===== src/rtl/prbs_err_counter.sv =====
// PRBS bit-error counter: measures mismatches from an upstream LFSR checker
// over a window of locked, valid samples, tracking lock drops along the way.
module prbs_err_counter #(
  parameter int unsigned WINDOW_W = 16,
  parameter int unsigned CNT_W    = 16
) (
  input  logic                clk,
  input  logic                i_rst,
  input  logic                i_start,
  input  logic [WINDOW_W-1:0] i_window,
  input  logic                i_valid,
  input  logic                i_match,
  input  logic                i_lock,
  output logic                o_busy,
  output logic                o_done,
  output logic [WINDOW_W-1:0] o_sample_count,
  output logic [CNT_W-1:0]    o_err_count,
  output logic [7:0]          o_lock_loss,
  output logic                o_sat
);

  typedef enum logic [1:0] {
    IDLE      = 2'd0,
    WAIT_LOCK = 2'd1,
    MEASURE   = 2'd2,
    DONE      = 2'd3
  } state_t;

  localparam logic [CNT_W-1:0] ERR_MAX = '1;

  state_t              state;
  logic [WINDOW_W-1:0] window_q;
  logic [WINDOW_W-1:0] sample_count;
  logic [CNT_W-1:0]    err_count;
  logic [7:0]          lock_loss;
  logic                sat;
  logic [WINDOW_W-1:0] sample_next;

  assign sample_next = sample_count + WINDOW_W'(1);

  always_ff @(posedge clk) begin
    if (i_rst) begin
      state        <= IDLE;
      window_q     <= '0;
      sample_count <= '0;
      err_count    <= '0;
      lock_loss    <= '0;
      sat          <= 1'b0;
    end else begin
      case (state)
        IDLE: begin
          if (i_start) begin
            window_q     <= i_window;
            sample_count <= '0;
            err_count    <= '0;
            lock_loss    <= '0;
            sat          <= 1'b0;
            state        <= (i_window == '0) ? DONE : WAIT_LOCK;
          end
        end
        WAIT_LOCK: begin
          if (i_lock) state <= MEASURE;
        end
        MEASURE: begin
          if (!i_lock) begin
            // Counts are kept across a drop so accumulation resumes on relock.
            if (lock_loss != 8'hFF) lock_loss <= lock_loss + 8'd1;
            state <= WAIT_LOCK;
          end else if (i_valid) begin
            sample_count <= sample_next;
            if (!i_match && err_count != ERR_MAX) begin
              err_count <= err_count + CNT_W'(1);
              if (err_count == ERR_MAX - CNT_W'(1)) sat <= 1'b1;
            end
            if (sample_next == window_q) state <= DONE;
          end
        end
        DONE: begin
          state <= IDLE;
        end
        default: begin
          state <= IDLE;
        end
      endcase
    end
  end

  assign o_busy         = (state == WAIT_LOCK) || (state == MEASURE);
  assign o_done         = (state == DONE);
  assign o_sample_count = sample_count;
  assign o_err_count    = err_count;
  assign o_lock_loss    = lock_loss;
  assign o_sat          = sat;

endmodule


===== config.mk =====
export PLATFORM = sky130hd
export DESIGN_NAME = prbs_err_counter
export DESIGN_NICKNAME = d
export VERILOG_FILES = /design/src/rtl/prbs_err_counter.sv
export SDC_FILE = /design/constraint.sdc
export NUM_CORES = 1
export LEC_CHECK = 0
export BUFFER_PORTS_ARGS = -buffer_cell sky130_fd_sc_hd__buf_2
export CORE_AREA = 4 4 68 101
export CTS_CLUSTER_SIZE = 8
export DETAILED_ROUTE_END_ITERATION = 6
export DIE_AREA = 0 0 72 105
export GPL_TIMING_DRIVEN = 0
export MAX_ROUTING_LAYER = met4
export PLACE_DENSITY_LB_ADDON = 0.1
export RECOVER_POWER = 100
export SYNTH_ARGS = -nofsm -noshare
export SYNTH_HDL_FRONTEND = slang
export SYNTH_SLANG_ARGS = --single-unit

===== constraint.sdc =====
create_clock -name clk -period 4.5 [get_ports clk]
set_input_delay 0.9 -clock clk [delete_from_list [all_inputs] [get_ports clk]]
set_output_delay 0.9 -clock clk [all_outputs]
set_load 0.01 [all_outputs]

### Word-level counts from Yosys, hierarchy flattened

Cells that the tools add are included.
Widths: inputs -> output; s select.

| storage, ports and cells | value |
|---|---|
| flip-flop bits (word level) | 59 |
| bits in latches | 0 |
| bits in writable memories | 0 |
| ROM bits | 0 |
| logic and storage cells | 63 |
| memories | 0 |

| operators by class | value |
|---|---|
| add/sub/neg operators | 3 |
| multiply operators | 0 |
| div/mod/pow operators | 0 |
| magnitude comparators | 0 |
| eq/ne operators | 17 |
| shifts and indexed selects | 0 |
| mux-type cells | 25 |
| bitwise gates (word level) | 0 |
| reduce and logical (&&, ||, !) cells | 12 |

Operators with widths:

| operator | count |
|---|---|
| $mux 16 | 6 |
| $pmux 16 s2 | 2 |
| $add 16x1->16 const B | 2 |
| $mux 8 | 3 |
| $eq 16x16->1 | 1 |
| $eq 16x16->1 const B | 1 |
| $logic_not 16->1 | 1 |
| $ne 16x16->1 const B | 1 |
| $ne 2x2->1 const B | 8 |
| $pmux 8 s2 | 1 |
| $mux 2 | 6 |
| $reduce_and 4->1 | 3 |
| $add 8x1->8 const B | 1 |
| $ne 8x8->1 const B | 1 |
| $pmux 2 s4 | 1 |
| $ne 3x3->1 const B | 2 |
| $reduce_and 6->1 | 1 |
| $mux 1 | 5 |
| $reduce_and 5->1 | 1 |
| $eq 2x2->1 const B | 2 |
| $eq 2x1->1 const B | 1 |
| $logic_not 2->1 | 1 |
| $pmux 1 s2 | 1 |
| $reduce_and 2->1 | 1 |
| 4 further kinds | 4 |

### Longest topological paths before layout

| logic depth | value |
|---|---|
| depth after elaboration | 6 |
| depth in mapped cells | 10 |
| mapped depth without buffers | 9 |

### Least setup slack after synthesis

No wires, ideal clock.

| path | value |
|---|---|
| path type | reg-to-reg |
| from | register sample_count[0], in the netlist o_sample_count[0] |
| to | register state[0] |
| setup time | 0.117 ns |
| arrival | 2.167 ns |
| data required time | 4.383 ns |
| setup slack | 2.216 ns |
| cell stages (with the launch flop) | 9 |
| cells stage by stage | dfxtp_1 -> ha_1 -> nand3_2 -> nor4_4 -> xnor2_1 -> nor4_2 -> nand4_1 -> or2_1 -> a32o_1 |

| between the ends | value |
|---|---|
| word-level cells in the longest chain between the ends | 4 |

Ends and longest elaborated chain:

| item | RTL line | RTL |
|---|---|---|
| from (decl) | 33 | `logic [WINDOW_W-1:0] sample_count;` |
| from (signal assigned) | 70 | `sample_count <= sample_next;` |
| $add 16x1->16 | 39 | `assign sample_next = sample_count + WINDOW_W'(1);` |
| $eq 16x16->1 | 75 | `if (sample_next == window_q) state <= DONE;` |
| $ne 3x3->1 (no source line) | -- |  |
| $reduce_and 4->1 (no source line) | -- |  |
| to (signal assigned) | 58 | `state <= (i_window == '0) ? DONE : WAIT_LOCK;` |
| to (decl) | 31 | `state_t state;` |

No other way between the ends.
A chain may end at the register's enable or synchronous reset.

### Worst setup path after layout

| path | value |
|---|---|
| from | register state[0] |
| to | register err_count[15], in the netlist o_err_count[15] |

| between the ends | value |
|---|---|
| word-level cells in the longest chain between the ends | 3 |
| elaborated cells on any way between the ends | 9 |
| classes of those cells | eq/ne (5); mux (1); reduce/logical (3) |

Ends and longest elaborated chain:

| item | RTL line | RTL |
|---|---|---|
| $eq 2x2->1 / $logic_not 2->1 (equally long branches) | 50 | `case (state)` |
| $ne 2x2->1 (no source line) / $reduce_bool 2->1 (equally long branches) | -- |  |
| $reduce_and 5->1 (no source line) | -- |  |
| to (signal assigned) | 72 | `err_count <= err_count + CNT_W'(1);` |
| to (decl) | 34 | `logic [CNT_W-1:0] err_count;` |

Parallel ways exist; a longest one is shown, timed or not.

==> flow_summary.json <==
{
  "finalHoldViolCount": 0,
  "first_global_vias": 2970,
  "htree_levels": 3,
  "synth-main-ff-cell": "dfxtp_1",
  "holdBufCountCts": 0,
  "post_cts_buffers": 0,
  "grt_max_degree": 13,
  "vias": 3115,
  "coreArea_mm2": 0.006043,
  "place_congestion": 0.8777,
  "postRouteAntennaNets": 0,
  "syn2layout_area_growth_pct": 16.11,
  "totalNegativeSetupSlack_ns": 0,
  "yosysSeqAreaShare_pct": 36.46,
  "ctsLongestPathBuffers": 2,
  "fmax_mhz": 347.1,
  "syn-num-nets": 444,
  "maxSlewViolCount": 0,
  "dp_hpwl_um": 6221,
  "crit_arrival_ns": 3.09,
  "die_y_um": 105,
  "dr.pass1.iters": 4,
  "ir_drop_mv": 0.2171,
  "std_cell_rows": 35,
  "drive_gt1_share_pct": 10.55,
  "path_class": "flop to flop",
  "portBuffers": 63,
  "synth_edf_count": 0,
  "numCtsBuffers": 9,
  "ios": 65,
  "cp_top_family": "simple AND/OR/NAND/NOR gates",
  "layout_commonest_cell": "clkbuf_1",
  "drt_iter0_markers": 123,
  "synth_area_mm2": 0.003239,
  "cts_root_buf": "clkbuf_8",
  "setup-violations-final": 0,
  "maxSlewHeadroom_pct": 58.97,
  "start_util_pct": 53.60,
  "post-route-util_pct": 62.24,
  "critPathBufInv": 2,
  "grt-ovfl-total": 0,
  "clkTransAtPathRegs_ns": 0.07,
  "antenna_found_initial": 0,
  "drv_cap": 0,
  "reg2reg_from": "state[0]",
  "cts_resized": 0,
  "routed_wl_um": 8195,
  "ys_ff_latch": 59,
  "start_kind": "flop",
  "syn_inst": 414,
  "diodes": 0,
  "synth_cell_types": 53,
  "yosys_warnings": 0,
  "cp_max_fo": 10,
  "track_usage_pct": 23.28,
  "critPathSlowestCell": "a21oi_1",
  "finClkSkew_ns": 0.007706,
  "wl_per_cell_um": 14.45,
  "fill_cells": 597,
  "startpoint": "state[0]",
  "post-route-min-period_ns": 2.881,
  "p_leak_nw": 1.357,
  "grt_pass1_wl_um": 13540,
  "status": "finished clean",
  "synth_area_per_cell_um2": 7.825,
  "routed_via_density": 5.494,
  "stdcell_area_mm2": 0.003761,
  "hp-class": "flop to flop",
  "worstMarginPinSlew_ns": 0.6099,
  "die_width_um": 72,
  "insertion_delay_ns": 0.34,
  "cp-end-kind": "flop",
  "num-nets-final": 518,
  "max_stage_delay_ns": 0.44,
  "cp.required_ns": 4.71,
  "reg2reg_setup_slack_ns": 1.62,
  "placed_area_mm2": 0.003647,
  "numClockSinks": 59,
  "cts_tree": "done",
  "final_cell_mix": "60 x clkbuf_1, 59 x dfxtp_1, 55 x nand2_1",
  "die-area_mm2": 0.007560,
  "drc": 0,
  "fin_crit_sh_pct": 64.02,
  "min_from": "window_q[4]",
  "power_density_mw_per_mm2": 362.1,
  "crit_chain": "inv_1 > ha_1 > clkbuf_1 > mux2i_1 > a21oi_1 > o211a_1 > nand4_1 > nor4_1 > xnor2_1 > nor2_1",
  "async_flop_share_pct": 0,
  "rsz0062_at_grt": "no"
}
==> cells in the mapped netlist, drive strengths merged (4+ instances only) <==
cell type	count	share of area [%]
nor3	9	1.4
nand4	11	2.5
buf	6	0.93
a21oi	39	6.1
xnor2	25	6.8
clkbuf	16	1.9
and3	5	1.0
nand2b	5	0.97
or3	9	1.8
ha	8	3.1
o21ai	21	3.2
xor2	14	3.8
nand3	15	2.9
inv	14	1.6
nor2	49	5.7
a22oi	4	0.93
o211ai	4	0.93
nand2	55	6.4
dfxtp	59	36
nor4	10	2.6
==> tightest hold or removal path, stage by stage, from the launching register on <==
cell and delay (ns):
dfxtp_1 0.33, nand2_1 0.06, a21oi_1 0.05
==> worst paths after layout <==
kind	endpoint	cells after the start
max reg2reg	o_err_count[15]	10
max	o_err_count[15]	10
min reg2reg	window_q[4]	2
min	window_q[4]	2
==> cells by family after synthesis <==
kind of cell,Yosys count,synth area share [%]
buffers and inverters,36,4.403
DFF,59,36.46
and+or+nand+nor,187,29.78
muxes,3,0.9270
AOI/OAI and AO/OA,82,14.79
adders and majority gates,8,3.090
xor gates and xnor gates,39,10.54
==> cell type report <==
| class | instances | area [µm²] | share of cell area [%] |
|---|---|---|---|
| buffer | 22 | 88.84 | 2.362 |
| inverter | 14 | 52.55 | 1.397 |
| sequential | 59 | 1181 | 31.40 |
| tap | 74 | 92.59 | 2.462 |
| multi-input combinational | 319 | 1907 | 50.70 |
| clock inverter | 7 | 53.80 | 1.430 |
| clock buffer | 9 | 123.9 | 3.293 |
| timing repair buffer | 63 | 261.5 | 6.953 |
==> per-stage QoR <==
step	hold WS (ns)	setup WS (ns)	power, mW	std cells
2_1_floorplan	0.4478	2.216	0.8504	414
3_3_place_gp	0.4450	1.694	0.9454	551
3_5_place_dp	0.4622	1.681	0.9539	551
4_1_cts	0.4780	1.838	1.381	567
5_1_grt	0.5081	1.338	1.445	567
6_report	0.4793	1.619	1.362	567
==> state kept, by name (all words and copies together), names as in the netlist <==
| register | count |
|---|---|
| o_sat | 1 |
| window_q | 16 |
| o_err_count | 16 |
| o_sample_count | 16 |
| state | 2 |
| o_lock_loss | 8 |
==> power by group <==
part	switching (mW)	leakage, nW	total, mW	internal [mW]
Combinational	0.213	0.797	0.341	0.128
Clock	0.225	0.0818	0.426	0.202
Sequential	0.0390	0.478	0.594	0.555
Total	0.477	1.36	1.36	0.885
==> per-layer routing <==
metal	wire (µm)	GRT usage, %
met3	411	4.139
met4	259	11.69
met2	4370	40.99
met1	3154	24.22
met5	0	-
Power figures use the tool's default switching activity.
